$ cat src/rtl/pwm_timebase_controller_pkg.sv
// Shared constants and state encoding for the PWM timebase controller and its config stage.
package pwm_timebase_controller_pkg;

  localparam int BITWIDTH_PWM_COUNTER = 8;
  localparam int MIN_PERIOD           = 2;

  typedef enum logic [1:0] {
    ST_STOPPED  = 2'd0,
    ST_RUNNING  = 2'd1,
    ST_STOPPING = 2'd2,
    ST_FAULT    = 2'd3
  } tb_state_e;

endpackage

$ cat src/rtl/pwm_timebase_controller_config_stage.sv
// Validates runtime PWM configuration, holds one staged setting until the timebase
// commits it at a period boundary, and drives the cfg_ready/cfg_error handshake.
module pwm_timebase_controller_config_stage
  import pwm_timebase_controller_pkg::*;
#(
  parameter int bitwidth = BITWIDTH_PWM_COUNTER
) (
  input  logic                clock,
  input  logic                reset,
  input  logic                cfg_valid,
  output logic                cfg_ready,
  input  logic [bitwidth-1:0] cfg_period,
  input  logic [bitwidth-1:0] cfg_tick_highside,
  input  logic [bitwidth-1:0] cfg_tick_lowside,
  output logic                cfg_error,
  input  logic                commit,
  output logic                pending,
  output logic [bitwidth-1:0] staged_period,
  output logic [bitwidth-1:0] staged_highside,
  output logic [bitwidth-1:0] staged_lowside
);

  localparam logic [bitwidth-1:0] MIN_P = bitwidth'(MIN_PERIOD);

  logic                ready_q, ready_d;
  logic                error_q, error_d;
  logic [bitwidth-1:0] per_q, per_d;
  logic [bitwidth-1:0] hs_q, hs_d;
  logic [bitwidth-1:0] ls_q, ls_d;
  logic [bitwidth:0]   on_sum;
  logic                transfer;
  logic                reject;

  // Extra carry bit so two large on-times cannot wrap into an acceptable sum.
  assign on_sum   = {1'b0, cfg_tick_highside} + {1'b0, cfg_tick_lowside};
  assign transfer = cfg_valid && ready_q;
  assign reject   = (cfg_period < MIN_P) || (on_sum > {1'b0, cfg_period});

  always_comb begin
    ready_d = ready_q;
    error_d = 1'b0;
    per_d   = per_q;
    hs_d    = hs_q;
    ls_d    = ls_q;
    if (commit) begin
      ready_d = 1'b1;
    end
    if (transfer) begin
      if (reject) begin
        error_d = 1'b1;
      end else begin
        per_d   = cfg_period;
        hs_d    = cfg_tick_highside;
        ls_d    = cfg_tick_lowside;
        ready_d = 1'b0;
      end
    end
  end

  always_ff @(posedge clock or negedge reset) begin
    if (!reset) begin
      ready_q <= 1'b1;
      error_q <= 1'b0;
      per_q   <= '0;
      hs_q    <= '0;
      ls_q    <= '0;
    end else begin
      ready_q <= ready_d;
      error_q <= error_d;
      per_q   <= per_d;
      hs_q    <= hs_d;
      ls_q    <= ls_d;
    end
  end

  assign cfg_ready       = ready_q;
  assign cfg_error       = error_q;
  assign pending         = ~ready_q;
  assign staged_period   = per_q;
  assign staged_highside = hs_q;
  assign staged_lowside  = ls_q;

endmodule

$ cat src/rtl/pwm_timebase_controller.sv
// Shared PWM period counter, run/stop sequencing and period-aligned config commit.
// Optional fault handling is enabled by defining PWM_TIMEBASE_FAULT_EN.
//   state       | meaning
//   ST_STOPPED  | counter parked at all-ones, gates held off
//   ST_RUNNING  | counting 0..period-1 and wrapping
//   ST_STOPPING | finishing the current period, then stop
//   ST_FAULT    | parked like STOPPED until fault_clear
module pwm_timebase_controller
  import pwm_timebase_controller_pkg::*;
#(
  parameter int bitwidth       = BITWIDTH_PWM_COUNTER,
  parameter int period_default = 100
) (
  input  logic                clock,
  input  logic                reset,
  input  logic                enable,
`ifdef PWM_TIMEBASE_FAULT_EN
  input  logic                fault,
  input  logic                fault_clear,
  output logic                fault_active,
`endif
  input  logic                cfg_valid,
  output logic                cfg_ready,
  input  logic [bitwidth-1:0] cfg_period,
  input  logic [bitwidth-1:0] cfg_tick_highside,
  input  logic [bitwidth-1:0] cfg_tick_lowside,
  output logic                cfg_error,
  output logic [bitwidth-1:0] tick_counter,
  output logic [bitwidth-1:0] tick_count_highside,
  output logic [bitwidth-1:0] tick_count_lowside,
  output logic                load_enable,
  output logic                running
);

  localparam logic [bitwidth-1:0] CNT_IDLE   = '1;
  localparam logic [bitwidth-1:0] CNT_ONE    = bitwidth'(1);
  localparam logic [bitwidth-1:0] PERIOD_RST = bitwidth'(period_default);

  tb_state_e           state_q, state_d;
  logic [bitwidth-1:0] cnt_q, cnt_d;
  logic [bitwidth-1:0] period_q, period_d;
  logic [bitwidth-1:0] hs_q, hs_d;
  logic [bitwidth-1:0] ls_q, ls_d;
  logic                load_q, load_d;
  logic                running_q, running_d;
  logic                commit;
  logic                pending;
  logic                wrap;
  logic [bitwidth-1:0] staged_period;
  logic [bitwidth-1:0] staged_highside;
  logic [bitwidth-1:0] staged_lowside;

  pwm_timebase_controller_config_stage #(.bitwidth(bitwidth)) u_config_stage (
    .clock             (clock),
    .reset             (reset),
    .cfg_valid         (cfg_valid),
    .cfg_ready         (cfg_ready),
    .cfg_period        (cfg_period),
    .cfg_tick_highside (cfg_tick_highside),
    .cfg_tick_lowside  (cfg_tick_lowside),
    .cfg_error         (cfg_error),
    .commit            (commit),
    .pending           (pending),
    .staged_period     (staged_period),
    .staged_highside   (staged_highside),
    .staged_lowside    (staged_lowside)
  );

  assign wrap = (cnt_q == (period_q - CNT_ONE));

  always_comb begin
    state_d  = state_q;
    cnt_d    = cnt_q;
    load_d   = 1'b0;
    commit   = 1'b0;
    period_d = period_q;
    hs_d     = hs_q;
    ls_d     = ls_q;
    case (state_q)
      ST_STOPPED: begin
        if (enable) begin
          state_d = ST_RUNNING;
          cnt_d   = '0;
          load_d  = 1'b1;
          commit  = pending;
        end
      end
      ST_RUNNING, ST_STOPPING: begin
        if (!wrap) begin
          cnt_d   = cnt_q + CNT_ONE;
          state_d = enable ? ST_RUNNING : ST_STOPPING;
        end else if ((state_q == ST_STOPPING) && !enable) begin
          state_d = ST_STOPPED;
          cnt_d   = CNT_IDLE;
        end else begin
          cnt_d   = '0;
          state_d = enable ? ST_RUNNING : ST_STOPPING;
          commit  = pending;
          load_d  = pending;
        end
      end
      ST_FAULT: begin
        cnt_d = CNT_IDLE;
`ifdef PWM_TIMEBASE_FAULT_EN
        if (fault_clear && !fault) state_d = ST_STOPPED;
`else
        state_d = ST_STOPPED;
`endif
      end
      default: begin
        state_d = ST_STOPPED;
        cnt_d   = CNT_IDLE;
      end
    endcase
`ifdef PWM_TIMEBASE_FAULT_EN
    if (fault) begin
      state_d = ST_FAULT;
      cnt_d   = CNT_IDLE;
      load_d  = 1'b0;
      commit  = 1'b0;
    end
`endif
    if (commit) begin
      period_d = staged_period;
      hs_d     = staged_highside;
      ls_d     = staged_lowside;
    end
  end

  assign running_d = (state_d == ST_RUNNING) || (state_d == ST_STOPPING);

  always_ff @(posedge clock or negedge reset) begin
    if (!reset) begin
      state_q   <= ST_STOPPED;
      cnt_q     <= CNT_IDLE;
      period_q  <= PERIOD_RST;
      hs_q      <= '0;
      ls_q      <= '0;
      load_q    <= 1'b0;
      running_q <= 1'b0;
    end else begin
      state_q   <= state_d;
      cnt_q     <= cnt_d;
      period_q  <= period_d;
      hs_q      <= hs_d;
      ls_q      <= ls_d;
      load_q    <= load_d;
      running_q <= running_d;
    end
  end

`ifdef PWM_TIMEBASE_FAULT_EN
  logic fault_active_q;

  always_ff @(posedge clock or negedge reset) begin
    if (!reset) fault_active_q <= 1'b0;
    else        fault_active_q <= (state_d == ST_FAULT);
  end

  assign fault_active = fault_active_q;
`endif

  assign tick_counter        = cnt_q;
  assign tick_count_highside = hs_q;
  assign tick_count_lowside  = ls_q;
  assign load_enable         = load_q;
  assign running             = running_q;

endmodule
$ cat config.mk
export PLATFORM = sky130hd
export DESIGN_NAME = pwm_timebase_controller
export DESIGN_NICKNAME = d
export VERILOG_FILES = /design/src/rtl/pwm_timebase_controller_pkg.sv /design/src/rtl/pwm_timebase_controller_config_stage.sv /design/src/rtl/pwm_timebase_controller.sv
export SDC_FILE = /design/constraint.sdc
export NUM_CORES = 1
export LEC_CHECK = 0
export BUFFER_PORTS_ARGS = -buffer_cell sky130_fd_sc_hd__buf_2
export CORE_MARGIN = 4
export CORE_UTILIZATION = 60
export DETAILED_ROUTE_END_ITERATION = 6
export PLACE_DENSITY = 0.93
export RECOVER_POWER = 25
export SYNTH_ARGS = -nofsm -noshare
export SYNTH_HDL_FRONTEND = slang
export SYNTH_SLANG_ARGS = --single-unit
$ cat constraint.sdc
create_clock -name clock -period 4.1 [get_ports clock]
set_clock_uncertainty 0.05 [all_clocks]
set_input_delay 0 -clock clock [delete_from_list [all_inputs] [get_ports clock]]
set_output_delay 0 -clock clock [all_outputs]
set_load 0.05 [all_outputs]
# Word level (Yosys, flattened, before mapping)
# Index checks and enable logic that the tools add are counted.
[word_totals]
reg_bits = 62
in_bits = 28
out_inout_bits = 28
word_cells = 54
[classes]
addsub = 3
order_cmp = 2
n_eq_ne = 7
muxes = 20
n_bitwise = 2
n_reduce_logical = 8
[op_table]
columns = ["cell", "n"]
rows = [
  ["$mux 8", 3],
  ["$pmux 8 s3", 1],
  ["$add 8x8->9", 1],
  ["$gt 9x8->1", 1],
  ["$mux 1", 9],
  ["$add 8x1->8 const B", 1],
  ["$eq 8x8->1", 1],
  ["$lt 8x2->1 const B", 1],
  ["$mux 2", 4],
  ["$sub 8x1->8 const B", 1],
  ["$eq 2x2->1 const B", 3],
  ["$pmux 2 s3", 1],
  ["$eq 2x1->1 const B", 2],
  ["$pmux 1 s2", 2],
  ["$logic_and 1x1->1", 2],
  ["$logic_not 2->1", 1],
  ["$logic_or 1x1->1", 2],
  ["$ne 2x2->1 const B", 1],
  ["$not 1->1", 2],
  ["$reduce_and 2->1", 1],
  ["$reduce_or 2->1", 1],
  ["$logic_not 1->1", 1],
]

# Logic depth before layout (Yosys ltp)
[logic_depth]
depth_word = 8
ltp_mapped = 16
ltp_nobuf = 15

# Cells and area by module
# From an unflattened synthesis, not the netlist that was laid out.
[unflattened]
cells_unflattened = 382
area_unflattened_um2 = 3921.3
[by_module_without_submodules]
columns = ["mod", "instances", "cells_per_inst", "area_per_inst_um2", "seq_area_each_um2"]
rows = [
  ["pwm_timebase_controller", 1, 253, 2413.6, 914.6],
  ["pwm_timebase_controller_config_stage", 1, 129, 1507.7, 651.9],
]

# Least setup slack after synthesis
# OpenSTA, ideal clock, no wires.
[synth_path]
kind = "input -> register"
startpoint = "input port cfg_tick_highside[0]"
endpoint = "register u_config_stage.hs_q[0] (netlist: u_config_stage.staged_highside[0])"
setup_time_ps = 125
arrival_time_ps = 2904
required_time_ps = 3925
setup_slack_ps = 1022
path_stages = 16
path_buffers = 1
path_cell_list = "ha_1 > inv_1 > fa_1 > nor2b_1 > o21ai_0 > a21oi_1 > o31a_1 > a21oi_1 > ha_1 > a21o_1 > a21oi_1 > o21ai_0 > a221oi_1 > nand4_1 > buf_2 > mux2_2"
[synth_via]
elab_chain_len = 5
[synth_rtl]
columns = ["item", "line", "text"]
rows = [
  ["start, declared", "pwm_timebase_controller.sv:25", "input logic [bitwidth-1:0] cfg_tick_highside,"],
  ["$add 8x8->9", "pwm_timebase_controller_config_stage.sv:35", "assign on_sum = {1'b0, cfg_tick_highside} + {1'b0, cfg_tick_lowside};"],
  ["$gt 9x8->1", "pwm_timebase_controller_config_stage.sv:37", "assign reject = (cfg_period < MIN_P) || (on_sum > {1'b0, cfg_period});"],
  ["$logic_or 1x1->1", "pwm_timebase_controller_config_stage.sv:37", ""],
  ["$not 1->1 (no line)", "n/a", ""],
  ["$reduce_and 2->1 (no line)", "n/a", ""],
  ["end signal, assigned", "pwm_timebase_controller_config_stage.sv:71", "hs_q <= hs_d;"],
  ["end, declared", "pwm_timebase_controller_config_stage.sv:28", "logic [bitwidth-1:0] hs_q, hs_d;"],
]
# Several ways; a longest one is shown, not always the timed one.
# A chain may end at the register's enable or synchronous reset.

# Worst setup path after layout
[layout_path]
startpoint = "input port cfg_tick_highside[1]"
endpoint = "register u_config_stage.ls_q[6] (netlist: u_config_stage.staged_lowside[6])"
[layout_via]
elab_chain_len = 5
[layout_rtl]
columns = ["item", "line", "text"]
rows = [
  ["$add 8x8->9", "pwm_timebase_controller_config_stage.sv:35", ""],
  ["$gt 9x8->1", "pwm_timebase_controller_config_stage.sv:37", ""],
  ["$logic_or 1x1->1", "pwm_timebase_controller_config_stage.sv:37", ""],
  ["$not 1->1 (no line)", "n/a", ""],
  ["$reduce_and 2->1 (no line)", "n/a", ""],
  ["end signal, assigned", "pwm_timebase_controller_config_stage.sv:72", "ls_q <= ls_d;"],
  ["end, declared", "pwm_timebase_controller_config_stage.sv:29", "logic [bitwidth-1:0] ls_q, ls_d;"],
]
# No other way between the ends.

==> results.sh <==
export IMPL_status="complete, but fails checks"
export IMPL_violations="capacitance limit, slew limit"
export IMPL_area_delta_synth_final_pct=23.3
export IMPL_die_w_um=83.7
export IMPL_timing_fmax_mhz=268
export IMPL_postCtsSetupBuffers=0
export IMPL_port_buffers=55
export IMPL_nets=445
export IMPL_p_per_area_mw_per_mm2=795
export IMPL_fin_setup_tns_ns=0
export IMPL_crit_path_start_kind="input pin"
export IMPL_rows=27
export IMPL_arrival_ns=3.91
export IMPL_endpoint_kind="flop"
export IMPL_setup_violations=0
export IMPL_synthMuxAreaShare_pct=15.7
export IMPL_maxCapViolations=1
export IMPL_overflow=0
export IMPL_final_common_cell="buf_2"
export IMPL_synth_compound_area_share_pct=11.6
export IMPL_wl_per_cell_um=18.4
export IMPL_synth_area_per_cell_um2=11.2
export IMPL_tritoncts="yes"
export IMPL_synth_edff_count=0
export IMPL_numCtsBuffers=9
export IMPL_yosysSeqAreaShare_pct=45.6
export IMPL_crit_path_max_fanout=14
export IMPL_vias=2784
export IMPL_h_tree_depth=3
export IMPL_layout_drive_gt1_share_pct=28.6
export IMPL_hpwl_mm=5.45
export IMPL_cts_root_buf="clkbuf_8"
export IMPL_finalMaxSlewViolations=63
export IMPL_clk_pin_slew_ns=0.07
export IMPL_first_iter_violations=137
export IMPL_start_util_pct=62.1
export IMPL_grt_max_degree=63
export IMPL_grt_pass1_wl_mm=14.6
export IMPL_fin_cells=472
export IMPL_fillCellCount=356
export IMPL_die_area_mm2=0.00701
export IMPL_irDropWorstVdd_uv=453
export IMPL_required_ns=4.28
export IMPL_synth_xor_xnor_area_share_pct=3.82
export IMPL_synth_net_count=359
export IMPL_total_power_uw=3370
export IMPL_synth_top_family_by_area="multiplexers"
export IMPL_remaining_drc_errors=0
export IMPL_clock_sinks=62
export IMPL_fin_crit_sh_pct=90.8
export IMPL_pre_cts_ws_ns=0.751
export IMPL_final_hold_viol_count=0
export IMPL_clockBufferDepth=2
export IMPL_fp_dieH_um=83.7
export IMPL_async_reset_ff_share_pct=100
export IMPL_core_area_mm2=0.00554
export IMPL_grt_pass1_vias=3062
export IMPL_synth_cell_area_mm2=0.00344
export IMPL_hp_class="input pin to flop"
export IMPL_grt_total_usage_pct=26.4
export IMPL_slew_headroom_pct=-113
export IMPL_first_pass_iters=4
export IMPL_final_seq_area_mm2=0.00157
export IMPL_dp_cells=428
export IMPL_syn_inst=308
export IMPL_multi_input_area_mm2=0.00172
export IMPL_yosys_warnings=0
export IMPL_synth_cell_type_count=46
export IMPL_postRouteAntennaNets=0
export IMPL_setup_slack_ns=0.375
export IMPL_max_slew_worst_pin_slew_ns=3.19
export IMPL_path_class="input pin to flop"
export IMPL_min_period_ns=3.72
export IMPL_mostFrequentLayoutCells="buf_2, dfrtp_1, mux2_2"
export IMPL_antenna_found_initial=1
export IMPL_viasPerCell=5.90
export IMPL_clkLatencyLatePin_ns=0.35
export IMPL_ys_ff_latch=62
export IMPL_synthAdderAreaFrac_pct=8.59
export IMPL_leakage_uw=0.00199
export IMPL_routed_wl_mm=8.70
export IMPL_gp_congestion=0.840
export IMPL_synth_simple_area_share_pct=10.4
export IMPL_synthFlopType="dfrtp_1"
export IMPL_rsz0062_at_grt="no"
export IMPL_pin_count=56
-- timing repair --
item,CTS,global route
endpoints found under the hold margin,78,0
gates resized for setup,0,0
hold buffers,27,0
-- cell type report --
| type | count | share of cell area, % |
|---|---|---|
| Sequential cell | 62 | 37.0 |
| Inverter | 23 | 2.04 |
| Clock inverter | 3 | 1.00 |
| Clock buffer | 13 | 3.75 |
| Timing Repair Buffer | 86 | 13.4 |
| Tap cell | 72 | 2.13 |
| Multi-Input combinational cell | 212 | 40.7 |
| Antenna cell | 1 | 0.0590 |
-- sequential cells by signal, summed over array words and instances (netlist names) --
name	flops
u_config_stage.cfg_ready	1
u_config_stage.staged_lowside	8
state_q	2
u_config_stage.staged_period	8
tick_count_highside	8
tick_count_lowside	8
load_enable	1
period_q	8
tick_counter	8
u_config_stage.cfg_error	1
running	1
u_config_stage.staged_highside	8
-- worst max-delay path: stages --
cell           delay [ns]
dlygate4sd3_1        0.54
buf_2                0.14
ha_1                 0.29
a21o_1               0.18
a21oi_1              0.27
o21ai_0              0.15
a21oi_1              0.25
o21ai_0              0.21
xor2_1               0.20
ha_1                 0.33
nand3_1              0.11
nor2_1               0.10
nand2_1              0.08
a221oi_1             0.33
nand4_1              0.16
buf_4                0.23
mux2_2               0.30
-- cells in the mapped netlist, types with 7 or more instances --
cell	count	area [um^2]
ha_1	22	275
a21oi_1	13	65.1
dfrtp_1	50	1250
nor2_1	18	67.6
inv_1	23	86.3
mux2_2	28	315
o21ai_0	9	45.0
mux2_1	20	225
xnor2_1	8	70.1
dfstp_2	12	315
nand2_1	19	71.3
xor2_1	7	61.3
-- report_power, final --
group | internal (uW) | total (uW) | switching (uW)
Combinational | 583 | 1610 | 1030
Clock | 313 | 556 | 242
Sequential | 949 | 1210 | 257
Total | 1850 | 3370 | 1520
-- cells by family (layout without fill, tap and decap cells) --
family,Yosys count,in the layout
and+or+nand+nor,70,70
buffers and inverters,34,125
muxes,48,48
xor gates and xnor gates,15,15
other,0,1
DFF,62,62
adders and majority gates,23,23
AOI/OAI and AO/OA,56,56
-- worst paths after layout --
kind                                               startpoint                                            to  slack, ns  depth (start not counted)
max                                      cfg_tick_highside[1]  u_config_stage.staged_lowside[6]$_DFFE_PN0P_       0.38                         17
min in group asynchronous                               reset             tick_count_lowside[7]$_DFFE_PN0P_       1.29                          3
min                                                    enable                          state_q[1]$_DFF_PN0_       0.39                          3
min reg2reg                tick_count_highside[6]$_DFFE_PN0P_            tick_count_highside[6]$_DFFE_PN0P_       0.44                          1
max in group asynchronous                               reset   u_config_stage.staged_period[4]$_DFFE_PN0P_       0.91                          3
max reg2reg                           period_q[0]$_DFFE_PN0P_                       period_q[4]$_DFFE_PN0P_       0.73                         10
-- layer usage --
layer,GRT usage (%),share of wire [%],routed length [um],vias to the layer above
li1,-,-,-,1276
met1,28.3,38,3340,1361
met2,47.1,52,4560,108
met3,6.32,4.7,405,39
met4,15.1,4.6,396,0
met5,0,0,0,-
-- through the flow --
step | cell area, um^2 | hold slack, ns | utilization [%]
2_1_floorplan | 3440 | -0.346 | -
3_3_place_gp | 3770 | 0.145 | 68.1
3_5_place_dp | 3770 | 0.150 | 68.1
4_1_cts | 4240 | 0.318 | 76.6
5_1_grt | 4240 | 0.395 | 76.5
6_report | 4240 | 0.393 | 76.5
Power figures use the tool's default switching activity.
